==> src/rtl/lab5_1_countdown_pkg.sv <==
// Shared lab5 definitions: BCD digit type, enable encoding and default preset.
package lab5_1_countdown_pkg;

  localparam int BCD_W = 4;

  typedef logic [BCD_W-1:0] bcd_t;

  localparam bcd_t BCD_MAX = 4'd9;

  // Same encoding as the start/pause FSM's count_enable output.
  localparam logic ENABLED  = 1'b1;
  localparam logic DISABLED = 1'b0;

  localparam bcd_t DEFAULT_PRESET_TENS = 4'd3;
  localparam bcd_t DEFAULT_PRESET_ONES = 4'd0;

  // One BCD step down: 0 wraps to 9 (the caller raises the borrow).
  function automatic bcd_t bcd_dec(input bcd_t d);
    return (d == '0) ? BCD_MAX : bcd_t'(d - 4'd1);
  endfunction

endpackage

==> src/rtl/lab5_1_countdown_digit.sv <==
// One BCD down-counting digit with load and a combinational borrow towards the next digit.
module bcd_down_digit
  import lab5_1_countdown_pkg::*;
(
  input  logic clk,
  input  logic rst_n,       // active-high synchronous reset
  input  logic load,
  input  bcd_t load_val,
  input  logic dec,
  output bcd_t q,
  output logic borrow_out
);

  bcd_t q_q, q_d;

  // Next digit value: load beats decrement, otherwise hold.
  always_comb begin
    // NOTE: every always_comb output gets a default first so no path leaves it unassigned (no latch).
    q_d = q_q;
    if (load) begin
      q_d = load_val;
    end else if (dec) begin
      q_d = bcd_dec(q_q);
    end
  end

  // Digit register; reset reloads the preset just like load.
  always_ff @(posedge clk) begin
    // NOTE: rst_n is high-true here and sampled on the clock edge; it is not an async clear.
    if (rst_n) begin
      q_q <= load_val;
    end else begin
      // NOTE: state uses <= so every flop samples pre-edge values; = in always_ff creates order races.
      q_q <= q_d;
    end
  end

  assign q          = q_q;
  assign borrow_out = dec & (q_q == '0);

endmodule

==> src/rtl/lab5_1_countdown.sv <==
// Two-digit BCD seconds countdown with its own 1 Hz prescaler and a terminal-count done flag.
module lab5_1_countdown
  import lab5_1_countdown_pkg::*;
#(
  parameter int   DIV         = 100_000_000,
  parameter bcd_t PRESET_TENS = DEFAULT_PRESET_TENS,
  parameter bcd_t PRESET_ONES = DEFAULT_PRESET_ONES
) (
  input  logic clk,
  input  logic rst_n,          // active-high synchronous reset
  input  logic count_enable,
  input  logic load,
  output bcd_t digit_tens,
  output bcd_t digit_ones,
  output logic done
);

  localparam int            PS_W        = (DIV > 1) ? $clog2(DIV) : 1;
  localparam logic [PS_W-1:0] PS_LAST   = PS_W'(DIV - 1);
  localparam logic          PRESET_ZERO = (PRESET_TENS == '0) && (PRESET_ONES == '0);

  logic [PS_W-1:0] ps_q, ps_d;
  logic            done_q, done_d;
  logic            run, tick;
  logic            ones_borrow;
  // The tens digit never borrows: done stops the ticks once the count is 00.
  logic            unused_tens_borrow;
  bcd_t            ones_q, tens_q;

  // Prescaler advance, tick generation and terminal-count detection.
  always_comb begin
    run    = (count_enable == ENABLED) & ~done_q;
    tick   = run & (ps_q == PS_LAST);
    ps_d   = ps_q;
    done_d = done_q;
    if (load) begin
      ps_d   = '0;
      done_d = PRESET_ZERO;
    end else if (tick) begin
      ps_d = '0;
      if (tens_q == '0 && ones_q == 4'd1) begin
        done_d = 1'b1;
      end
    end else if (run) begin
      ps_d = ps_q + PS_W'(1);
    end
  end

  // Prescaler and done registers.
  always_ff @(posedge clk) begin
    if (rst_n) begin
      ps_q   <= '0;
      done_q <= PRESET_ZERO;
    end else begin
      ps_q   <= ps_d;
      done_q <= done_d;
    end
  end

  bcd_down_digit u_ones (
    .clk        (clk),
    .rst_n      (rst_n),
    .load       (load),
    .load_val   (PRESET_ONES),
    .dec        (tick),
    .q          (ones_q),
    .borrow_out (ones_borrow)
  );

  bcd_down_digit u_tens (
    .clk        (clk),
    .rst_n      (rst_n),
    .load       (load),
    .load_val   (PRESET_TENS),
    .dec        (ones_borrow),
    .q          (tens_q),
    .borrow_out (unused_tens_borrow)
  );

  assign digit_tens = tens_q;
  assign digit_ones = ones_q;
  assign done       = done_q;

endmodule
==> config.mk <==
export PLATFORM = sky130hd
export DESIGN_NAME = lab5_1_countdown
export DESIGN_NICKNAME = d
export VERILOG_FILES = /design/src/rtl/lab5_1_countdown_pkg.sv /design/src/rtl/lab5_1_countdown_digit.sv /design/src/rtl/lab5_1_countdown.sv
export SDC_FILE = /design/constraint.sdc
export NUM_CORES = 1
export LEC_CHECK = 0
export BUFFER_PORTS_ARGS = -buffer_cell sky130_fd_sc_hd__buf_2
export CAP_MARGIN = 30
export CORE_MARGIN = 10
export CORE_UTILIZATION = 53
export CTS_CLUSTER_SIZE = 30
export DETAILED_ROUTE_END_ITERATION = 8
export PLACE_DENSITY = 0.74
export SLEW_MARGIN = 20
export SYNTH_ARGS = -nofsm -noshare
export SYNTH_HDL_FRONTEND = slang
export SYNTH_SLANG_ARGS = --single-unit
==> constraint.sdc <==
create_clock -name clk -period 1.7 [get_ports clk]
set_input_delay 0.17 -clock clk [delete_from_list [all_inputs] [get_ports clk]]
set_output_delay 0.17 -clock clk [all_outputs]
set_load 0.01 [all_outputs]
---- Word-level counts from Yosys, hierarchy flattened ----
Cells that the tools add are included.
cells by class
  $add $sub $neg .......................... 3
  multiplexer cells ....................... 2
  bitwise logic cells ..................... 4
  reductions and logical operators ........ 6
  eq/ne operators ......................... 2
operator list
  cell                   number
  $add 27x1->27 const B  1
  $eq 27x27->1 const B   1
  $logic_not 4->1        2
  $mux 4                 2
  $sub 4x1->4 const B    2
  $eq 4x1->1 const B     1
  $and 1x1->1            3
  $reduce_or 3->1        1
  $reduce_and 2->1       1
  $reduce_or 2->1        1
  $logic_and 1x1->1      1
  $not 1->1              1
storage, ports and cells
  output and inout port bits .............. 9
  register bits after elaboration ......... 36
  input port bits ......................... 4
  word-level logic and storage cells ...... 21

---- Longest topological paths before layout ----
Gate-level depths: netlist (run 1).
  depth after elaboration ................. 4
  mapped depth ............................ 6
  depth with buffers taken out ............ 5

---- Hierarchy ----
A second synthesis (run 1) with hierarchy kept.
second synthesis, totals
  cells, all modules ...................... 209
  area, all modules ....................... 1935.6 µm²
by module, submodules not included
  module            times used  area an instance (µm²)  seq. area each (µm²)  cells each
  lab5_1_countdown  1           1480.2                  560.5                 165
  bcd_down_digit    2           227.7                   120.1                 22

---- Worst setup path before layout (run 1) ----
No wires, ideal clock.
  path kind ............................... register to register
  start point ............................. reg u_ones.q_q[1], in the netlist u_ones.q[1]
  end point ............................... reg u_tens.q_q[3], in the netlist u_tens.q[3]
  arrival ................................. 1.695 ns
  data required time ...................... 1.565 ns
  period minus slack after synthesis ...... 1.830 ns
  library setup time ...................... 0.135 ns
  slack ................................... -0.130 ns
  stages on the path, launching flop included .. 5
  cells stage by stage .................... dfxtp_1 or4_1 or4_1 o311ai_0 o41ai_1
between the ends
  word-level cells in the longest chain between the ends .. 2
RTL lines
  item                      line                          text
  start: declaration        lab5_1_countdown_digit.sv:14  bcd_t q_q, q_d;
  start signal: assignment  lab5_1_countdown_digit.sv:31  q_q <= load_val;
  start signal: assignment  lab5_1_countdown_digit.sv:34  q_q <= q_d;
  $logic_not 4->1           lab5_1_countdown_digit.sv:39  assign borrow_out = dec & (q_q == '0);
  $and 1x1->1               lab5_1_countdown_digit.sv:39
  end signal: assignment    lab5_1_countdown_digit.sv:31
  end signal: assignment    lab5_1_countdown_digit.sv:34
  end: declaration          lab5_1_countdown_digit.sv:14
No other way between the ends.
A chain may end at the register's enable or synchronous reset.

---- Worst setup path in the final report (run 1) ----
  start point ............................. reg ps_q[9]
  end point ............................... reg ps_q[16]
between the ends
  word-level cells in the longest chain between the ends .. 3
  elaborated cells on any way between the ends .. 4
RTL lines
  item                                                                   line                    text
  start: declaration                                                     lab5_1_countdown.sv:22  logic [PS_W-1:0] ps_q, ps_d;
  start signal: assignment                                               lab5_1_countdown.sv:55  ps_q <= ps_d;
  parallel branches: the longest is 3 deep, another holds $add 27x1->27  -
Several ways; the timed one is not identified.

==> impl_metrics.py, run 1 <==
metrics = {
    "min_path": {
        "holdPathStages": 3,
        "hold_path_class": "primary input to register",
    },
    "synth": {
        "synthTopCellsByArea": "dfxtp_1 (39%), xnor2_1 (4.3%), a21oi_1 (4.1%)",
        "yosysWarningCount": 0,
        "avgSynthCellArea_um2": 8.629,
        "syn_area_mm2": 0.001829,
        "syn_inst": 212,
        "synth_nets": 217,
        "synth_flop_cell": "dfxtp_1",
        "ys_seq_area_frac": 0.3940,
        "ys_seq_elements": 36,
        "synth.top_cell.area_share": 0.3940,
        "synth_edf_count": 0,
        "postSynth.asyncResetShare": 0,
        "yosys.area.top_type": "dfxtp_1",
        "ys_types": 41,
    },
    "place": {
        "portBuffers": 12,
        "place_ws_ns": -0.1512,
        "gp_congestion": 0.8368,
        "dpl.hpwl_um": 3206,
    },
    "global_route": {
        "grt_max_degree": 13,
        "grt_use_total": 0.1635,
        "grt-ovfl-total": 0,
        "grt_pass1_vias": 1833,
        "antenna_found_initial": 0,
        "grt_pass1_wl_um": 8369,
    },
    "detailed_routing": {
        "avgViaCountPerCell": 6.259,
        "vias": 1978,
        "remaining_drc_errors": 0,
        "drt-total-wl_um": 5670,
        "avgRoutedWirePerCell_um": 17.94,
        "drt-initial-drc-count": 139,
        "drt_pass1_iterations": 5,
        "ant_nets": 0,
    },
    "timing": {
        "finalSetupViolCount": 26,
        "finalCritPeriodShare": 1.110,
        "maxSlewHeadroom": 0.5597,
        "rsz0062_at_grt": "true",
        "tightest_slew_ns": 0.6581,
        "fin_hold_ws_ns": 0.1344,
        "hold_viol": 0,
        "clock.fmax_mhz": 530.1,
        "finalMaxSlewViolations": 0,
        "min_period_ns": 1.886,
        "setup_ws_ns": -0.1865,
        "fin_worst_skew_ns": 0.007121,
    },
    "floorplanning": {
        "io_pins": 13,
        "die_height_um": 78.75,
        "die_area_mm2": 0.006202,
        "start_util": 0.5482,
        "die_w_um": 78.75,
        "core_area_mm2": 0.003337,
        "num_rows": 21,
    },
    "clocking": {
        "clk_path_buf_depth": 2,
        "clk_latency_ns": 0.35,
        "cts_tree": "yes",
        "cts_buffers": 5,
        "cts.sinks": 36,
        "htreeDepth": 2,
        "clk_pin_slew_ns": 0.11,
        "cts_root_buf": "clkbuf_4",
    },
    "critical_path": {
        "crit_path_end": "ps_q[16]",
        "r2r_end": "ps_q[16]",
        "r2r_slack_ns": -0.19,
        "critical_path_class": "register to register",
        "crit_required_ns": 1.94,
        "path_max_fanout": 4,
        "arrival_ns": 2.13,
        "r2r_cells": 6,
        "cp-end-kind": "register",
        "crit_path_start": "ps_q[9]",
        "cp-start-kind": "register",
        "r2r-start": "ps_q[9]",
    },
    "pwr": {
        "power.density_mw_per_mm2": 544.8,
        "ir_drop_mv": 0.5036,
        "p_leak_uw": 0.0008882,
    },
    "final_layout": {
        "nets": 275,
        "area_growth_pct": 42.61,
        "fillers": 211,
        "drive_above_1_share": 0.4667,
        "diodes": 0,
    },
    "run_status": {
        "outcome": "finished, violations left",
        "violations": "setup timing",
    },
    "job": {
        "maxCapViolations": 0,
    },
}
[state kept, by name, indices dropped and copies added (netlist names)]
signal and flops:
u_ones.q 4, ps_q 27, u_tens.q 4, done 1
[where the power goes]
group	total, µW	internal, µW	switching, µW
clock network	523	235	288
registers	842	840	2.04
logic	56.6	24.5	32.1
[final cells by class]
| cell class | count | area, µm² | share of cell area |
|---|---|---|---|
| multi-input cells | 160 | 1245 | 0.4772 |
| flip-flops and latches | 36 | 745.7 | 0.2859 |
| repair buffers | 62 | 476.7 | 0.1827 |
| clock buffers | 7 | 65.06 | 0.02494 |
| well taps | 46 | 57.56 | 0.02206 |
| inverters | 5 | 18.77 | 0.007194 |
[per-layer routing]
layer  part of all wire  global-route usage  vias up
met3              0.070             0.04842       30
met2               0.52              0.2928       90
li1                   -                   -      916
met5                  0                   0        -
met1               0.37              0.1792      942
met4              0.036             0.05735        0
[cell usage in the layout (no fill, tap or decap), types with 8 or more instances in the layout]
| cell type | instances |
|---|---|
| buf_4 | 39 |
| dfxtp_1 | 22 |
| nor2_1 | 15 |
| nand2_1 | 13 |
| buf_2 | 12 |
| buf_6 | 11 |
| dfxtp_2 | 11 |
| nand4_1 | 9 |
| a21oi_2 | 8 |
| xnor2_1 | 8 |
[how the worst min path moves through the flow]
stage | start | to | slack [ns]
2_1_floorplan | rst_n | u_ones.q[3] | 0.34
3_3_place_gp | rst_n | u_tens.q[3] | 0.46
3_5_place_dp | rst_n | u_tens.q[3] | 0.48
4_1_cts | rst_n | u_tens.q[3] | 0.10
5_1_grt | rst_n | u_ones.q[3] | 0.13
6_report | rst_n | u_ones.q[3] | 0.13
[synth_stat cells (all sizes together), types with 4 or more instances]
cell type,instances
a21oi,15
and4,4
clkbuf,8
dfxtp,36
inv,5
mux2i,5
nand2,13
nand3,8
nand4,10
nor2,16
nor3,5
nor4,10
o21ai,11
o31ai,6
or3,13
or4,10
xnor2,9
[logic make-up after synthesis]
| family | share of synthesized area |
|---|---|
| adder cells (fa/ha/maj) | 0.006839 |
| buffers and inverters | 0.05198 |
| XOR/XNOR | 0.05267 |
| AO/OA/AOI/OAI | 0.1361 |
| AND/OR/NAND/NOR | 0.3311 |
| flip-flops | 0.3940 |
| multiplexers | 0.02736 |
[critical path, stage by stage (launching register included)]
cell,delay (ns)
dfxtp_2,0.36
nand4_1,0.19
buf_4,0.20
or4_4,0.57
buf_4,0.16
o21ai_0,0.21
a21oi_2,0.09
[stage by stage]
step	total power [µW]	util	std cells	TNS, ns	cell area, µm²
after floorplan	891.3	-	212	-0.1036	1857
after global placement	908.6	0.6453	292	-0.3411	2153
after detailed placement	910.1	0.6453	292	-1.126	2153
after CTS	1419	0.7270	312	-0.4231	2426
after global routing	1461	0.7818	316	-3.047	2609
final	1421	0.7818	316	-2.036	2609
[timing repair]
item / CTS / global route
pin swaps: 5 / 10
endpoints found under the setup margin: 28 / 30
cloned: 2 / 0
hold buffers: 0 / 0
hold endpoints to repair: 0 / 0
setup buffers: 11 / 4
gates resized for setup: 26 / 42
No activity file was read; power rests on OpenSTA's default activity.
==> inputs of run 2 (changes only) <==
--- a/config.mk
+++ b/config.mk
@@ -11,7 +11,7 @@
 export CORE_UTILIZATION = 53
 export CTS_CLUSTER_SIZE = 30
 export DETAILED_ROUTE_END_ITERATION = 8
-export PLACE_DENSITY = 0.74
+export PLACE_DENSITY_LB_ADDON = 0.05
 export SLEW_MARGIN = 20
 export SYNTH_ARGS = -nofsm -noshare
 export SYNTH_HDL_FRONTEND = slang
==> run 2 against run 1 <==
Against the previous run: the flow still finishes with violations (setup timing); sequential share of layout area shrank 0.46 points; register-to-register slack is essentially flat; core utilization grew 1.0 points; setup slack lost 0.010 ns; power shrank 0.85%; wire length grew 1.4%; worst hold slack lost 0.030 ns; cell area grew 1.3%; critical endpoint is now ps_q[26]; sequential power is essentially flat.
==> impl_metrics.py, run 2 (same netlist as run 1, synthesis figures left out) <==
metrics = {
    "clocking": {
        "cts_root_buf": "clkbuf_4",
        "cts_buffers": 5,
        "cts_tree": "yes",
        "clk_pin_slew_ns": 0.11,
        "cts.sinks": 36,
        "clk_latency_ns": 0.36,
        "clk_path_buf_depth": 2,
        "htreeDepth": 2,
        "cts_hold_buffers": 0,
    },
    "detailed_routing": {
        "ant_nets": 0,
        "wl_met3_um": 420,
        "remaining_drc_errors": 0,
        "routedLengthMet1_um": 2336,
        "avgViaCountPerCell": 6.066,
        "drt-total-wl_um": 5748,
        "drt-initial-drc-count": 212,
        "vias": 1941,
        "drt_pass1_iterations": 4,
        "avgRoutedWirePerCell_um": 17.96,
        "top_layer": "met4",
        "met2_length_um": 2900,
    },
    "place": {
        "dpl.hpwl_um": 3212,
        "dpl.cell_count": 296,
        "gp_congestion": 0.9119,
        "portBuffers": 12,
        "dpl_cell_area_mm2": 0.002196,
    },
    "critical_path": {
        "cp-start-kind": "register",
        "cp-end-kind": "register",
        "cpPeakStageDelay_ns": 0.61,
        "critPathTopFamily": "simple AND/OR/NAND/NOR gates",
        "cp_slowest_cell": "or4_4",
        "crit_buf_inv": 0,
        "crit_required_ns": 1.99,
        "arrival_ns": 2.18,
        "r2r_slack_ns": -0.20,
        "critical_path_class": "register to register",
        "path_max_fanout": 7,
        "cp_cell_sequence": "ha_4 > nand3_2 > or4_4 > or4_1 > a21oi_1",
    },
    "pwr": {
        "p_leak_uw": 0.0009131,
        "ir_drop_mv": 0.4436,
        "p_int_uw": 1067,
        "clkPwrFrac": 0.354,
        "power.switching_uw": 341.9,
        "power_frac_seq": 0.598,
        "p_comb_frac": 0.048,
        "switching_share": 0.2426,
        "power.density_mw_per_mm2": 533.3,
    },
    "final_layout": {
        "largest_reg_flops": 27,
        "finalInstanceArea_mm2": 0.002643,
        "diodes": 0,
        "largest_register": "ps_q",
        "fillers": 224,
        "final_cell_mix": "buf_4 (45), dfxtp_1 (24), nand2_1 (13), buf_2 (12), a21oi_1 (11)",
        "layout.cells.non_filler": 320,
        "area_growth_pct": 44.46,
        "nets": 278,
        "drive_above_1_share": 0.4635,
        "final_common_cell": "buf_4",
    },
    "floorplanning": {
        "start_util": 0.5482,
        "core_area_mm2": 0.003337,
        "die_height_um": 78.75,
        "die_area_mm2": 0.006202,
        "die_w_um": 78.75,
        "num_rows": 21,
        "io_pins": 13,
    },
    "run_status": {
        "outcome": "finished, violations left",
        "violations": "setup timing",
    },
    "global_route": {
        "antenna_found_initial": 0,
        "grt_max_degree": 23,
        "grt_pass1_vias": 1725,
        "grt-ovfl-total": 0,
        "grt_pass1_wl_um": 8045,
        "grt_use_total": 0.1574,
    },
    "timing": {
        "tightest_slew_ns": 0.5501,
        "finalCritPeriodShare": 1.116,
        "clock.fmax_mhz": 527.3,
        "rsz0062_at_grt": "true",
        "finalMaxSlewViolations": 0,
        "setup_ws_ns": -0.1965,
        "hold_viol": 0,
        "fin_worst_skew_ns": 0.01080,
        "min_period_ns": 1.896,
        "maxSlewHeadroom": 0.6327,
        "finalSetupViolCount": 18,
    },
    "min_path": {
        "hold_path_class": "primary input to register",
    },
    "job": {
        "maxCapViolations": 0,
    },
}
-- run 2: cell types whose count changed in the layout (fill, tap and decap cells not counted), sizes merged --
cell / before / now
clkinv: 0 / 2
buf: 62 / 64
-- run 2: power groups by stage --
stage	clock, µW	sequential [µW]	combinational (µW)
after global placement	0	866	43.5
after floorplan	0	866	25.0
after global routing	537	844	72.3
after CTS	500	847	47.9
after detailed placement	0	866	46.4
final	498	843	68.0
-- run 2: area by class of cell --
cell class	instances	area (µm²)	area share
flip-flops and latches	36	743.2	0.2813
well taps	46	57.56	0.02178
clock buffers	6	51.30	0.01941
inverters	5	18.77	0.007102
repair buffers	65	510.5	0.1932
clock inverters	2	10.01	0.003788
multi-input cells	160	1251	0.4735
-- run 2: routing by layer --
metal,track usage,up-vias
li1,-,924
met2,0.2549,76
met1,0.1958,930
met4,0.05556,0
met3,0.04392,11
met5,0,-
-- run 2: path summary, 6_finish.rpt --
check / endpoint / depth (start not counted) / start
setup / recovery: ps_q[26] / 5 / ps_q[1]
hold / removal: u_tens.q[3] / 3 / rst_n
setup reg to reg: ps_q[26] / 5 / ps_q[1]
hold reg to reg: done / 1 / done
-- run 2: repair_timing --
item	in CTS	in global routing
gates resized for setup	9	50
pin swaps	3	8
endpoints found under the setup margin	28	31
hold endpoints to repair	0	0
gates cloned	1	3
buffers inserted	5	7
-- run 2: worst min-delay path, stage by stage --
cell and delay [ns]:
buf_2 0.10, or3_1 0.10, o41ai_1 0.06
-- run 2: through the flow --
step / setup WS (ns) / util / power, µW / hold slack, ns / setup TNS (ns)
CTS: -0.1146 / 0.7023 / 1395 / 0.1052 / -0.6907
global placement: -0.06597 / 0.6580 / 909.5 / 0.4712 / -0.5518
floorplan: -0.05203 / - / 891.3 / 0.3436 / -0.1036
detailed placement: -0.1237 / 0.6580 / 912.6 / 0.4741 / -1.322
finish: -0.1965 / 0.7919 / 1409 / 0.1048 / -1.488
global route: -0.2680 / 0.7919 / 1453 / 0.1192 / -2.916
